### src/rtl/mmc3_scanline_irq_pkg.sv
// Shared definitions for the MMC3 scanline IRQ block: register select codes,
// counter width and the scanline counter step function.
package mmc3_scanline_irq_pkg;

  localparam int unsigned CNT_W = 8;

  typedef logic [CNT_W-1:0] counter_t;

  // Register select = {A14, A13, A0}
  localparam logic [2:0] MMC3_REG_LATCH   = 3'b100;
  localparam logic [2:0] MMC3_REG_RELOAD  = 3'b101;
  localparam logic [2:0] MMC3_REG_DISABLE = 3'b110;
  localparam logic [2:0] MMC3_REG_ENABLE  = 3'b111;

  // Counter value after one filtered A12 rise; reloading at zero keeps it from wrapping.
  function automatic counter_t counter_step(input counter_t counter, input counter_t latch,
                                            input logic reload_flag);
    if ((counter == '0) || reload_flag) begin
      return latch;
    end
    return counter - CNT_W'(1);
  endfunction

endpackage

### src/rtl/mmc3_scanline_irq_a12_rise_filter.sv
// PPU A12 synchronizer and low-time filter; clk_evt_c marks a rise that followed
// at least A12_LOW_MIN low cycles.
module mmc3_scanline_irq_a12_rise_filter #(
  parameter int unsigned A12_LOW_MIN = 3
) (
  input  logic clk,
  input  logic rst_n,
  input  logic a12,
  output logic clk_evt_c
);

  localparam int unsigned LOW_W   = 4;
  localparam logic [LOW_W-1:0] LOW_MIN = LOW_W'(A12_LOW_MIN);

  logic [1:0]       sync;
  logic [LOW_W-1:0] low_cnt;
  logic [LOW_W-1:0] low_cnt_next;

  // low_cnt only reaches LOW_MIN while synced A12 is low, so a match while high is a fresh rise
  always_comb begin
    low_cnt_next = low_cnt;
    if (sync[1]) begin
      low_cnt_next = '0;
    end else if (low_cnt != LOW_MIN) begin
      low_cnt_next = low_cnt + LOW_W'(1);
    end
  end

  assign clk_evt_c = sync[1] & (low_cnt == LOW_MIN);

  always_ff @(negedge clk or negedge rst_n) begin
    if (!rst_n) begin
      sync    <= 2'b00;
      low_cnt <= '0;
    end else begin
      sync    <= {sync[0], a12};
      low_cnt <= low_cnt_next;
    end
  end

endmodule

### src/rtl/mmc3_scanline_irq.sv
// MMC3 scanline IRQ counter: CPU register decode, counter, reload flag and IRQ request.
// Define MMC3_IRQ_REV_A_EN for the MMC3A firing rule (no refire while the counter stays zero).
module mmc3_scanline_irq
  import mmc3_scanline_irq_pkg::*;
#(
  parameter int unsigned A12_LOW_MIN = 3
) (
  input  logic        m2,
  input  logic        rst_n,
  input  logic        enable,
  input  logic        romsel,
  input  logic        cpu_rw_in,
  input  logic [14:0] cpu_addr_in,
  input  logic [7:0]  cpu_data_in,
  input  logic        ppu_a12,
  output logic        irq_pending
);

  counter_t counter, counter_next;
  counter_t latch, latch_next;
  counter_t counter_evt;
  logic     reload_flag, reload_flag_next;
  logic     irq_en, irq_en_next;
  logic     irq_pending_next;
  logic     clk_evt_c;
  logic     evt;
  logic     fire;
  logic     wr;
  logic [2:0] sel;
  logic     wr_latch, wr_reload, wr_disable, wr_enable;
  logic     unused_addr_bits;

  mmc3_scanline_irq_a12_rise_filter #(
    .A12_LOW_MIN(A12_LOW_MIN)
  ) u_filter (
    .clk      (m2),
    .rst_n    (rst_n),
    .a12      (ppu_a12),
    .clk_evt_c(clk_evt_c)
  );

  assign unused_addr_bits = ^cpu_addr_in[12:1];

  assign wr         = enable & ~romsel & ~cpu_rw_in;
  assign sel        = {cpu_addr_in[14], cpu_addr_in[13], cpu_addr_in[0]};
  assign wr_latch   = wr & (sel == MMC3_REG_LATCH);
  assign wr_reload  = wr & (sel == MMC3_REG_RELOAD);
  assign wr_disable = wr & (sel == MMC3_REG_DISABLE);
  assign wr_enable  = wr & (sel == MMC3_REG_ENABLE);

  // Counter events are frozen while the mapper is deselected
  assign evt         = enable & clk_evt_c;
  assign counter_evt = counter_step(counter, latch, reload_flag);

  // A same-edge $C001 zeroes the counter without requesting an IRQ
`ifdef MMC3_IRQ_REV_A_EN
  assign fire = evt & (counter_evt == '0) & irq_en & ~wr_reload
              & ((counter != '0) | reload_flag);
`else
  assign fire = evt & (counter_evt == '0) & irq_en & ~wr_reload;
`endif

  always_comb begin
    counter_next     = counter;
    latch_next       = latch;
    reload_flag_next = reload_flag;
    irq_en_next      = irq_en;
    irq_pending_next = irq_pending;

    if (evt) begin
      counter_next     = counter_evt;
      reload_flag_next = 1'b0;
    end
    if (wr_latch) begin
      latch_next = cpu_data_in;
    end
    if (wr_reload) begin
      counter_next     = '0;
      reload_flag_next = 1'b1;
    end
    if (wr_disable) begin
      irq_en_next = 1'b0;
    end
    if (wr_enable) begin
      irq_en_next = 1'b1;
    end

    if (!enable || wr_disable) begin
      irq_pending_next = 1'b0;
    end else if (fire) begin
      irq_pending_next = 1'b1;
    end
  end

  always_ff @(negedge m2 or negedge rst_n) begin
    if (!rst_n) begin
      counter     <= '0;
      latch       <= '0;
      reload_flag <= 1'b0;
      irq_en      <= 1'b0;
      irq_pending <= 1'b0;
    end else begin
      counter     <= counter_next;
      latch       <= latch_next;
      reload_flag <= reload_flag_next;
      irq_en      <= irq_en_next;
      irq_pending <= irq_pending_next;
    end
  end

endmodule

### config.mk
export PLATFORM = sky130hd
export DESIGN_NAME = mmc3_scanline_irq
export DESIGN_NICKNAME = d
export VERILOG_FILES = /design/src/rtl/mmc3_scanline_irq_pkg.sv /design/src/rtl/mmc3_scanline_irq_a12_rise_filter.sv /design/src/rtl/mmc3_scanline_irq.sv
export SDC_FILE = /design/constraint.sdc
export NUM_CORES = 1
export LEC_CHECK = 0
export ABC_AREA = 1
export CORE_MARGIN = 3
export CORE_UTILIZATION = 45
export CTS_CLUSTER_DIAMETER = 40
export CTS_CLUSTER_SIZE = 30
export DETAILED_ROUTE_END_ITERATION = 7
export PLACE_DENSITY = 0.75
export SLEW_MARGIN = 20
export SYNTH_ARGS = -nofsm -noshare
export SYNTH_HDL_FRONTEND = slang
export SYNTH_SLANG_ARGS = --single-unit
### constraint.sdc
create_clock -name m2 -period 1.6 [get_ports m2]
set_input_delay 0.16 -clock m2 [delete_from_list [all_inputs] [get_ports m2]]
set_output_delay 0.16 -clock m2 [all_outputs]
set_load 0.02 [all_outputs]
==> results_dict.tcl, run 1 <==
set metrics [dict create \
    final_util_pct 69.78 \
    numPortBuffers 17 \
    yosys.area.top_type "dfrtn_1" \
    grt_pass1_wl_um 5395 \
    syn_inst 162 \
    cts_hold_buf 0 \
    first_pass_iters 4 \
    synth_cell_types 31 \
    wl_per_cell_um 15.49 \
    clk_pin_slew_worst_paths_ns 0.10 \
    synth-seq-area-share_pct 44.88 \
    place_congestion 0.9001 \
    drc 0 \
    wl_met3_um 128 \
    p_sw_uw 1321 \
    combPwrFrac_pct 58.0 \
    cts_tree "yes" \
    synth-seq-cells 25 \
    drive_gt1_share_pct 42.42 \
    layout.nets 231 \
    max_cap_violations 0 \
    regArea_sq_um 625.6 \
    intPower_uw 1613 \
    startpoint_type "register" \
    routed_via_density 5.480 \
    fin_ws_ns -0.2375 \
    cpLargestDelayFamily "flip-flops" \
    power.leakage_uw 0.0009039 \
    end_kind "output pin" \
    power_frac_seq_pct 32.4 \
    synth_area_sq_um 1394 \
    cts_max_path_buffers 2 \
    cts-root-buf "clkbuf_4" \
    violations "negative setup slack" \
    grt_pass1_vias 1260 \
    final_hold_viol_count 0 \
    overflow 0 \
    postLayoutCellArea_sq_um 1991 \
    h-tree-depth 1 \
    grt_setup_unrepaired "yes" \
    die_area_sq_um 3801 \
    rows 19 \
    drtIter0Drc 72 \
    whs_ns 0.3030 \
    worstPathCellList "buf_6" \
    power_density_nw_per_um2 1474 \
    final.setup_skew_ns 0.008029 \
    ir_worst_vdd_uv 686.5 \
    drv_slew 0 \
    dp_hpwl_um 2389 \
    ys_warn_count 0 \
    worstSkewPairLatency_ns 0.31 \
    wl_um 3548 \
    place_area_sq_um 1709 \
    cpMaxStageDelayCell "dfrtn_1" \
    cp_max_fo 2 \
    cp.arrival_ns 1.68 \
    maxUsedRoutingLayer "met4" \
    synthToLayoutAreaGrowth_pct 42.82 \
    cts_num_sinks 25 \
    synth_area_leaders "dfrtn_1 45%, nand2_1 8.6%, nand3_1 5.4%, nor2_1 4.6%, inv_1 4.3%" \
    setup_viol 19 \
    critPathKind "reg -> out" \
    slew_headroom_pct 80.17 \
    ys_dominant_reg_cell "dfrtn_1" \
    worst_slew_pin_slew_ns 0.2955 \
    core_area_sq_um 2853 \
    fill_cells 213 \
    syn_nets 194 \
    start_util_pct 48.86 \
    yosysTopAreaCellShare_pct 44.88 \
    synth_edf_count 0 \
    clockPowerShare_pct 9.6 \
    wl_met2_um 1809 \
    ioPinCount 30 \
    grt_max_degree 26 \
    antenna_cells 0 \
    drt-met1-wl_um 1405 \
    required_ns 1.44 \
    ant_nets 0 \
    fp.dieH_um 61.66 \
    hp-class "reg -> reg" \
    multi_input_area_sq_um 872.1 \
    switching_share_pct 45.01 \
    vias 1255 \
    synth_area_per_cell_sq_um 8.604 \
    max_stage_delay_ns 0.45 \
    status "complete, but fails checks" \
    dieWidth_um 61.66 \
    antenna_found_initial 0 \
    grt_usage_pct 19.22 \
    async_reset_ff_share_pct 100.0 \
    cts_buffers 3 \
    crit_buf_inv 1 \
    fin_tns_setup_ns -1.893 \
]
power by group through the flow:
stage | clock (uW) | combinational [uW] | sequential, uW
2_1_floorplan | 0 | 1100 | 924
3_3_place_gp | 0 | 1370 | 948
3_5_place_dp | 0 | 1400 | 958
4_1_cts | 289 | 1440 | 948
5_1_grt | 311 | 1870 | 968
6_report | 283 | 1700 | 950
placed cells by master (no fill, tap or decap), types with 3 or more instances in the layout:
cell type        instances
inv_2                    6
nand2_8                  3
inv_1                   12
o21ai_2                  4
a21oi_1                  3
nor2_2                   4
clkbuf_4                 3
nor2_1                  12
o22ai_2                  5
nand3_2                  3
nand3_4                  3
buf_4                    9
dfrtn_1                 25
nand3_1                 11
clkdlybuf4s50_1         10
a21oi_2                  3
nand2_1                 28
nand2_2                  8
buf_12                   3
nor2_4                   5
mux2_2                   5
nor3_4                   3
buf_6                    8
what timing repair did:
item | in CTS | in global routing
endpoints found under the hold margin | 0 | 0
setup endpoints to repair | 20 | 19
setup buffers | 2 | 5
gates resized for setup | 58 | 23
pin swaps | 8 | 12
routing by layer:
metal / track usage, % / vias to the layer above
li1: - / 596
met1: 25.16 / 599
met2: 31.09 / 38
met3: 2.725 / 22
met4: 9.394 / 0
met5: 0 / -
path summary, 6_finish.rpt:
kind	from	end	slack, ns	cells past startpoint
max	irq_pending$_DFFE_NN0P_	irq_pending	-0.24	1
min	u_filter.sync[0]$_DFF_NN0_	u_filter.sync[1]$_DFF_NN0_	0.30	0
max reg2reg	counter[1]$_DFFE_NN0P_	irq_pending$_DFFE_NN0P_	-0.11	12
min reg2reg	u_filter.sync[0]$_DFF_NN0_	u_filter.sync[1]$_DFF_NN0_	0.30	0
max in group asynchronous	rst_n	counter[2]$_DFFE_NN0P_	0.54	2
min in group asynchronous	rst_n	u_filter.low_cnt[1]$_DFFE_NN0P_	0.87	2
state kept, by name, indices dropped and copies added, names as in the netlist:
register,cells
irq_pending,1
latch,8
counter,8
u_filter.sync,2
reload_flag,1
irq_en,1
u_filter.low_cnt,4
logic make-up (layout without fill, tap and decap cells):
family	after synthesis	after routing	synth area share, %
AND/OR/NAND/NOR	85	85	32.14
buffers and inverters	21	57	5.745
AO/OA/AOI/OAI	20	20	8.617
flip-flops	25	25	44.88
multiplexers	5	5	4.039
XOR/XNOR	3	3	1.885
adder cells (fa/ha/maj)	3	3	2.693
per-stage QoR:
step                std cells  setup WS, ns  total power (uW)
floorplan                 162       -0.2437              2021
global placement          218       -0.9616              2316
detailed placement        218        -1.038              2361
CTS                       224       -0.2529              2678
global route              229       -0.2659              3149
finish                    229       -0.2375              2934
cells in the mapped netlist, types with 2 or more instances:
cell type  number
nand2_1        32
a21oi_1         5
o22ai_1         5
nand2_2         7
inv_2           3
mux2_2          5
nand3_1        15
inv_1          16
nor2_2          3
o21ai_0         5
nand3_2         2
o21ai_2         2
dfrtn_1        25
xnor2_1         2
ha_1            3
nor2_1         17
layout make-up:
class	count	area share (%)
repair buffers	33	17.03
flip-flops and latches	25	31.43
clock buffers	3	1.131
inverters	20	4.400
clock inverters	1	0.2514
well taps	31	1.948
multi-input cells	116	43.81
No activity file was read; power rests on OpenSTA's default activity.
==> run 2: changes to the inputs <==
Settings changed: ABC_AREA 1 to 0, REMOVE_ABC_BUFFERS from default to 1.
==> run 2 against run 1 <==
- the flow still finishes with violations (negative setup slack)
- critical path depth did not move
- die area fell by 2.4%
- global-route usage is 3.8 points higher
- cell count fell by 5.7%
- register-to-register slack worse by 0.09 ns
- sequential share of layout area fell by 1.6 points
- utilization rose by 4.9 points
- clock skew fell by 0.0056 ns
- via count rose by 1.0%
- worst setup slack better by 0.013 ns
- hold slack better by 0.0031 ns
- largest cell class unchanged
==> results_dict.tcl, run 2 <==
set metrics [dict create \
    antenna_found_initial 0 \
    cts_buffers 3 \
    clk_pin_slew_worst_paths_ns 0.09 \
    max_cap_violations 0 \
    required_ns 1.44 \
    largestRegisters "counter x8, latch x8, u_filter.low_cnt x4" \
    synth_area_per_cell_sq_um 10.35 \
    cts_tree "yes" \
    max_stage_delay_ns 0.44 \
    slew_headroom_pct 73.66 \
    synth-seq-area-share_pct 46.13 \
    synth_edf_count 0 \
    vias 1268 \
    antenna_cells 0 \
    power.leakage_uw 0.0009155 \
    cts_max_path_buffers 2 \
    layout.nets 218 \
    crit_buf_inv 1 \
    hp-class "reg -> reg" \
    dp_hpwl_um 2440 \
    finalPower_uw 3076 \
    critPathKind "reg -> out" \
    final_hold_viol_count 0 \
    final_common_cell "buf_4" \
    grt_max_degree 26 \
    rows 19 \
    drive_gt1_share_pct 48.11 \
    yosysMostFrequentCell "dfrtn_1" \
    final_util_pct 74.71 \
    synthToLayoutAreaGrowth_pct 54.52 \
    cts_hold_buf 0 \
    ant_nets 0 \
    worst_slew_pin_slew_ns 0.3922 \
    cp_max_fo 2 \
    status "complete, but fails checks" \
    layout_common_cells "27 x buf_4, 25 x dfrtn_1, 13 x buf_6, 10 x clkdlybuf4s50_1, 9 x mux2_4" \
    dieWidth_um 60.90 \
    drtIter0Drc 29 \
    end_kind "output pin" \
    synth_xor_area_share_pct 3.229 \
    ioPinCount 30 \
    synth-seq-cells 25 \
    grt_usage_pct 23.01 \
    synth_mux_area_share_pct 8.210 \
    grt_setup_unrepaired "yes" \
    syn_inst 131 \
    fin_ws_ns -0.2245 \
    die_area_sq_um 3709 \
    power_density_nw_per_um2 1468 \
    yosys.area.top_type "dfrtn_1" \
    synth_area_leaders "dfrtn_1 46%, mux2_2 7.5%, a21oi_1 3.3%, ha_1 2.8%, o21ai_0 2.2%" \
    ys_warn_count 0 \
    wl_um 3851 \
    synth_area_sq_um 1356 \
    start_util_pct 48.35 \
    place_congestion 0.8953 \
    synth_cell_types 42 \
    ir_worst_vdd_uv 821.0 \
    cts_num_sinks 25 \
    async_reset_ff_share_pct 100.0 \
    first_pass_iters 4 \
    final.setup_skew_ns 0.002467 \
    postLayoutCellArea_sq_um 2096 \
    synth-compound-area-share_pct 15.13 \
    startpoint_type "register" \
    cpMaxStageDelayCell "dfrtn_1" \
    cts-root-buf "clkbuf_4" \
    cpLargestDelayFamily "flip-flops" \
    synthAdderAreaFrac_pct 2.768 \
    worstSkewPairLatency_ns 0.30 \
    h-tree-depth 1 \
    overflow 0 \
    synth_top_family_by_area "simple AND/OR/NAND/NOR gates" \
    wl_per_cell_um 17.83 \
    drv_slew 0 \
    yosysTopAreaCellShare_pct 46.13 \
    grt_pass1_vias 1315 \
    synth_common_cells "25 x dfrtn_1, 9 x a21oi_1, 9 x mux2_2" \
    drc 0 \
    routed_via_density 5.870 \
    grt_pass1_wl_um 6244 \
    core_area_sq_um 2805 \
    violations "negative setup slack" \
    numPortBuffers 17 \
    fp.dieH_um 60.90 \
    place_area_sq_um 1757 \
    ys_dominant_reg_cell "dfrtn_1" \
    cp.arrival_ns 1.66 \
    synth_simple_gate_area_share_pct 20.85 \
    setup_viol 19 \
    worstPathCellList "buf_6" \
]
run 2: kinds of logic (layout without fill, tap and decap cells):
group | after synthesis | in the layout
AO/OA/AOI/OAI | 32 | 32
XOR/XNOR | 5 | 5
adder cells (fa/ha/maj) | 3 | 3
buffers and inverters | 11 | 65
flip-flops | 25 | 25
multiplexers | 10 | 10
AND/OR/NAND/NOR | 45 | 45
run 2: what timing repair did:
| item | 4_1_cts | 5_1_grt |
|---|---|---|
| pin swaps | 12 | 7 |
| cloned | 1 | 0 |
| hold endpoints to repair | 0 | 0 |
| endpoints found under the setup margin | 20 | 20 |
| buffers inserted | 8 | 2 |
| gates resized for setup | 75 | 10 |
run 2: metal layers:
metal | GRT usage [%] | vias to the layer above | wire, um
met3 | 2.340 | 10 | 164
li1 | - | 593 | -
met5 | 0 | - | 0
met1 | 28.63 | 615 | 1622
met2 | 40.46 | 50 | 1965
met4 | 9.598 | 0 | 98
run 2: power by group:
part,switching [uW],internal (uW)
registers,154,793
clock network,184,97.3
logic,878,970
total,1220,1860
run 2: final timing paths:
path                            slack (ns)  cells after the start                  startpoint                          to
worst max-delay path                 -0.22                      1     irq_pending$_DFFE_NN0P_                 irq_pending
worst min-delay path                  0.31                      0  u_filter.sync[0]$_DFF_NN0_  u_filter.sync[1]$_DFF_NN0_
worst max register to register       -0.20                      8      counter[0]$_DFFE_NN0P_     irq_pending$_DFFE_NN0P_
worst min register to register        0.31                      0  u_filter.sync[0]$_DFF_NN0_  u_filter.sync[1]$_DFF_NN0_
max in group asynchronous             0.54                      2                       rst_n  u_filter.sync[1]$_DFF_NN0_
min in group asynchronous             0.88                      2                       rst_n      counter[1]$_DFFE_NN0P_
run 2: cell type report:
type / count / area [sq um]
clock buffers: 4 / 26.28
well taps: 31 / 38.79
fillers: 178 / 709.4
repair buffers: 56 / 504.2
multi-input cells: 95 / 879.6
flip-flops and latches: 25 / 625.6
inverters: 5 / 21.27
run 2: per-stage QoR:
stage,std cells,TNS (ns),hold slack (ns),setup slack (ns)
final,216,-2.982,0.3061,-0.2245
after CTS,214,-2.720,0.3111,-0.2374
after floorplan,125,-7.763,0.2917,-0.5647
after global routing,216,-3.731,0.3228,-0.2681
after global placement,201,-14.73,0.2967,-0.7986
after detailed placement,201,-15.95,0.3091,-0.8673
==> run 3: changes to the inputs <==
Settings changed: RECOVER_POWER from default to 25.
==> run 3 against run 2 <==
- die area unchanged
- via count about the same
- design area shrank 0.72%
- largest power group unchanged
- the run still ends with negative setup slack left
- worst setup slack hardly changed
- power is 0.20% lower
- critical path type unchanged
==> results_dict.tcl, run 3 (synthesized netlist as in run 2, its figures left out) <==
set metrics [dict create \
    reg2reg_setup_slack_ns -0.20 \
    antenna_cells 0 \
    grt_usage_pct 23.01 \
    wl_um 3849 \
    hp-class "reg -> reg" \
    die_area_sq_um 3709 \
    final.setup_skew_ns 0.002444 \
    dp_hpwl_um 2440 \
    worstReg2RegStart "counter[0]$_DFFE_NN0P_" \
    max_cap_violations 0 \
    drc 0 \
    numPortBuffers 17 \
    ir_worst_vdd_uv 820.4 \
    startpoint_type "register" \
    worst_slew_pin_slew_ns 0.6185 \
    drv_slew 0 \
    overflow 0 \
    antenna_found_initial 0 \
    ioPinCount 30 \
    whs_ns 0.3061 \
    cts_max_path_buffers 2 \
    dpl_worst_slack_ns -0.8673 \
    ant_nets 0 \
    cts_hold_buf 0 \
    rr_worst_depth 8 \
    dieWidth_um 60.90 \
    rows 19 \
    place_area_sq_um 1757 \
    layout.nets 218 \
    fin_cells 216 \
    final_util_pct 74.17 \
    core_area_sq_um 2805 \
    slew_headroom_pct 58.77 \
    synthToLayoutAreaGrowth_pct 53.41 \
    cp_max_fo 2 \
    required_ns 1.44 \
    vias 1267 \
    power.leakage_uw 0.0009103 \
    cts-root-buf "clkbuf_4" \
    final_hold_viol_count 0 \
    worstPathCellList "buf_6" \
    routed_via_density 5.866 \
    cts_tree "yes" \
    grt_pass1_wl_um 6244 \
    layout_common_cells "27 x buf_4, 25 x dfrtn_1, 13 x buf_6, 10 x clkdlybuf4s50_1, 9 x mux2_4" \
    max_stage_delay_ns 0.44 \
    power_density_nw_per_um2 1475 \
    status "complete, but fails checks" \
    cts_num_sinks 25 \
    fp.dieH_um 60.90 \
    grt_max_degree 26 \
    cp.arrival_ns 1.66 \
    fin_ws_ns -0.2246 \
    drtIter0Drc 33 \
    dp.cells 201 \
    violations "negative setup slack" \
    end_kind "output pin" \
    worstSkewPairLatency_ns 0.30 \
    postLayoutCellArea_sq_um 2081 \
    grt_setup_unrepaired "yes" \
    hp-start "u_filter.sync[0]$_DFF_NN0_" \
    cpMaxStageDelayCell "dfrtn_1" \
    drive_gt1_share_pct 48.11 \
    crit_buf_inv 1 \
    place_congestion 0.8953 \
    clk_pin_slew_worst_paths_ns 0.09 \
    h-tree-depth 1 \
    holdPathStages 0 \
    r2r_end "irq_pending$_DFFE_NN0P_" \
    setup_viol 19 \
    start_util_pct 48.35 \
    grt_pass1_vias 1315 \
    min_to "u_filter.sync[1]$_DFF_NN0_" \
    wl_per_cell_um 17.82 \
    critPathKind "reg -> out" \
    cts_buffers 3 \
    first_pass_iters 4 \
    cpLargestDelayFamily "flip-flops" \
    final_common_cell "buf_4" \
    largestRegisters "counter x8, latch x8, u_filter.low_cnt x4" \
]
run 3: worst max-delay path by stage:
| stage | endpoint | slack [ns] | cells after the start | start |
|---|---|---|---|---|
| finish | irq_pending | -0.22 | 1 | irq_pending$_DFFE_NN0P_ |
| global placement | latch[5]$_DFFE_NN0P_ | -0.80 | 5 | enable |
| CTS | irq_pending | -0.24 | 1 | irq_pending$_DFFE_NN0P_ |
| detailed placement | latch[3]$_DFFE_NN0P_ | -0.87 | 5 | enable |
| floorplan | latch[0]$_DFFE_NN0P_ | -0.56 | 3 | cpu_rw_in |
| global route | irq_pending$_DFFE_NN0P_ | -0.27 | 8 | counter[0]$_DFFE_NN0P_ |
run 3: routing by layer:
metal | wire length [um] | up-vias | global-route usage, %
met3 | 141 | 12 | 2.340
met1 | 1639 | 616 | 28.63
met4 | 110 | 0 | 9.598
met2 | 1957 | 46 | 40.46
li1 | - | 593 | -
met5 | 0 | - | 0
run 3: power breakdown:
group          leakage, uW  switching [uW]  internal [uW]
sequential        0.000322             153            792
clock            0.0000150             184           97.3
combinational     0.000573             876            966
total             0.000910            1210           1860
run 3: area by class of cell:
cell class | instances | area (sq um)
multi-input combinational | 95 | 879.6
fill | 180 | 724.4
sequential | 25 | 625.6
timing repair buffer | 56 | 489.2
tap | 31 | 38.79
clock buffer | 4 | 26.28
inverter | 5 | 21.27
run 3: what timing repair did:
action                                  in CTS  in global routing
cloned                                       1                  0
buffers inserted                             8                  2
endpoints found under the setup margin      20                 20
resized for setup                           75                 10
pin swaps                                   12                  7
run 3: through the flow:
| stage | total power [uW] | setup TNS (ns) |
|---|---|---|
| floorplan | 1637 | -7.763 |
| global placement | 2175 | -14.73 |
| detailed placement | 2229 | -15.95 |
| CTS | 2876 | -2.720 |
| global route | 3249 | -3.731 |
| finish | 3070 | -2.976 |
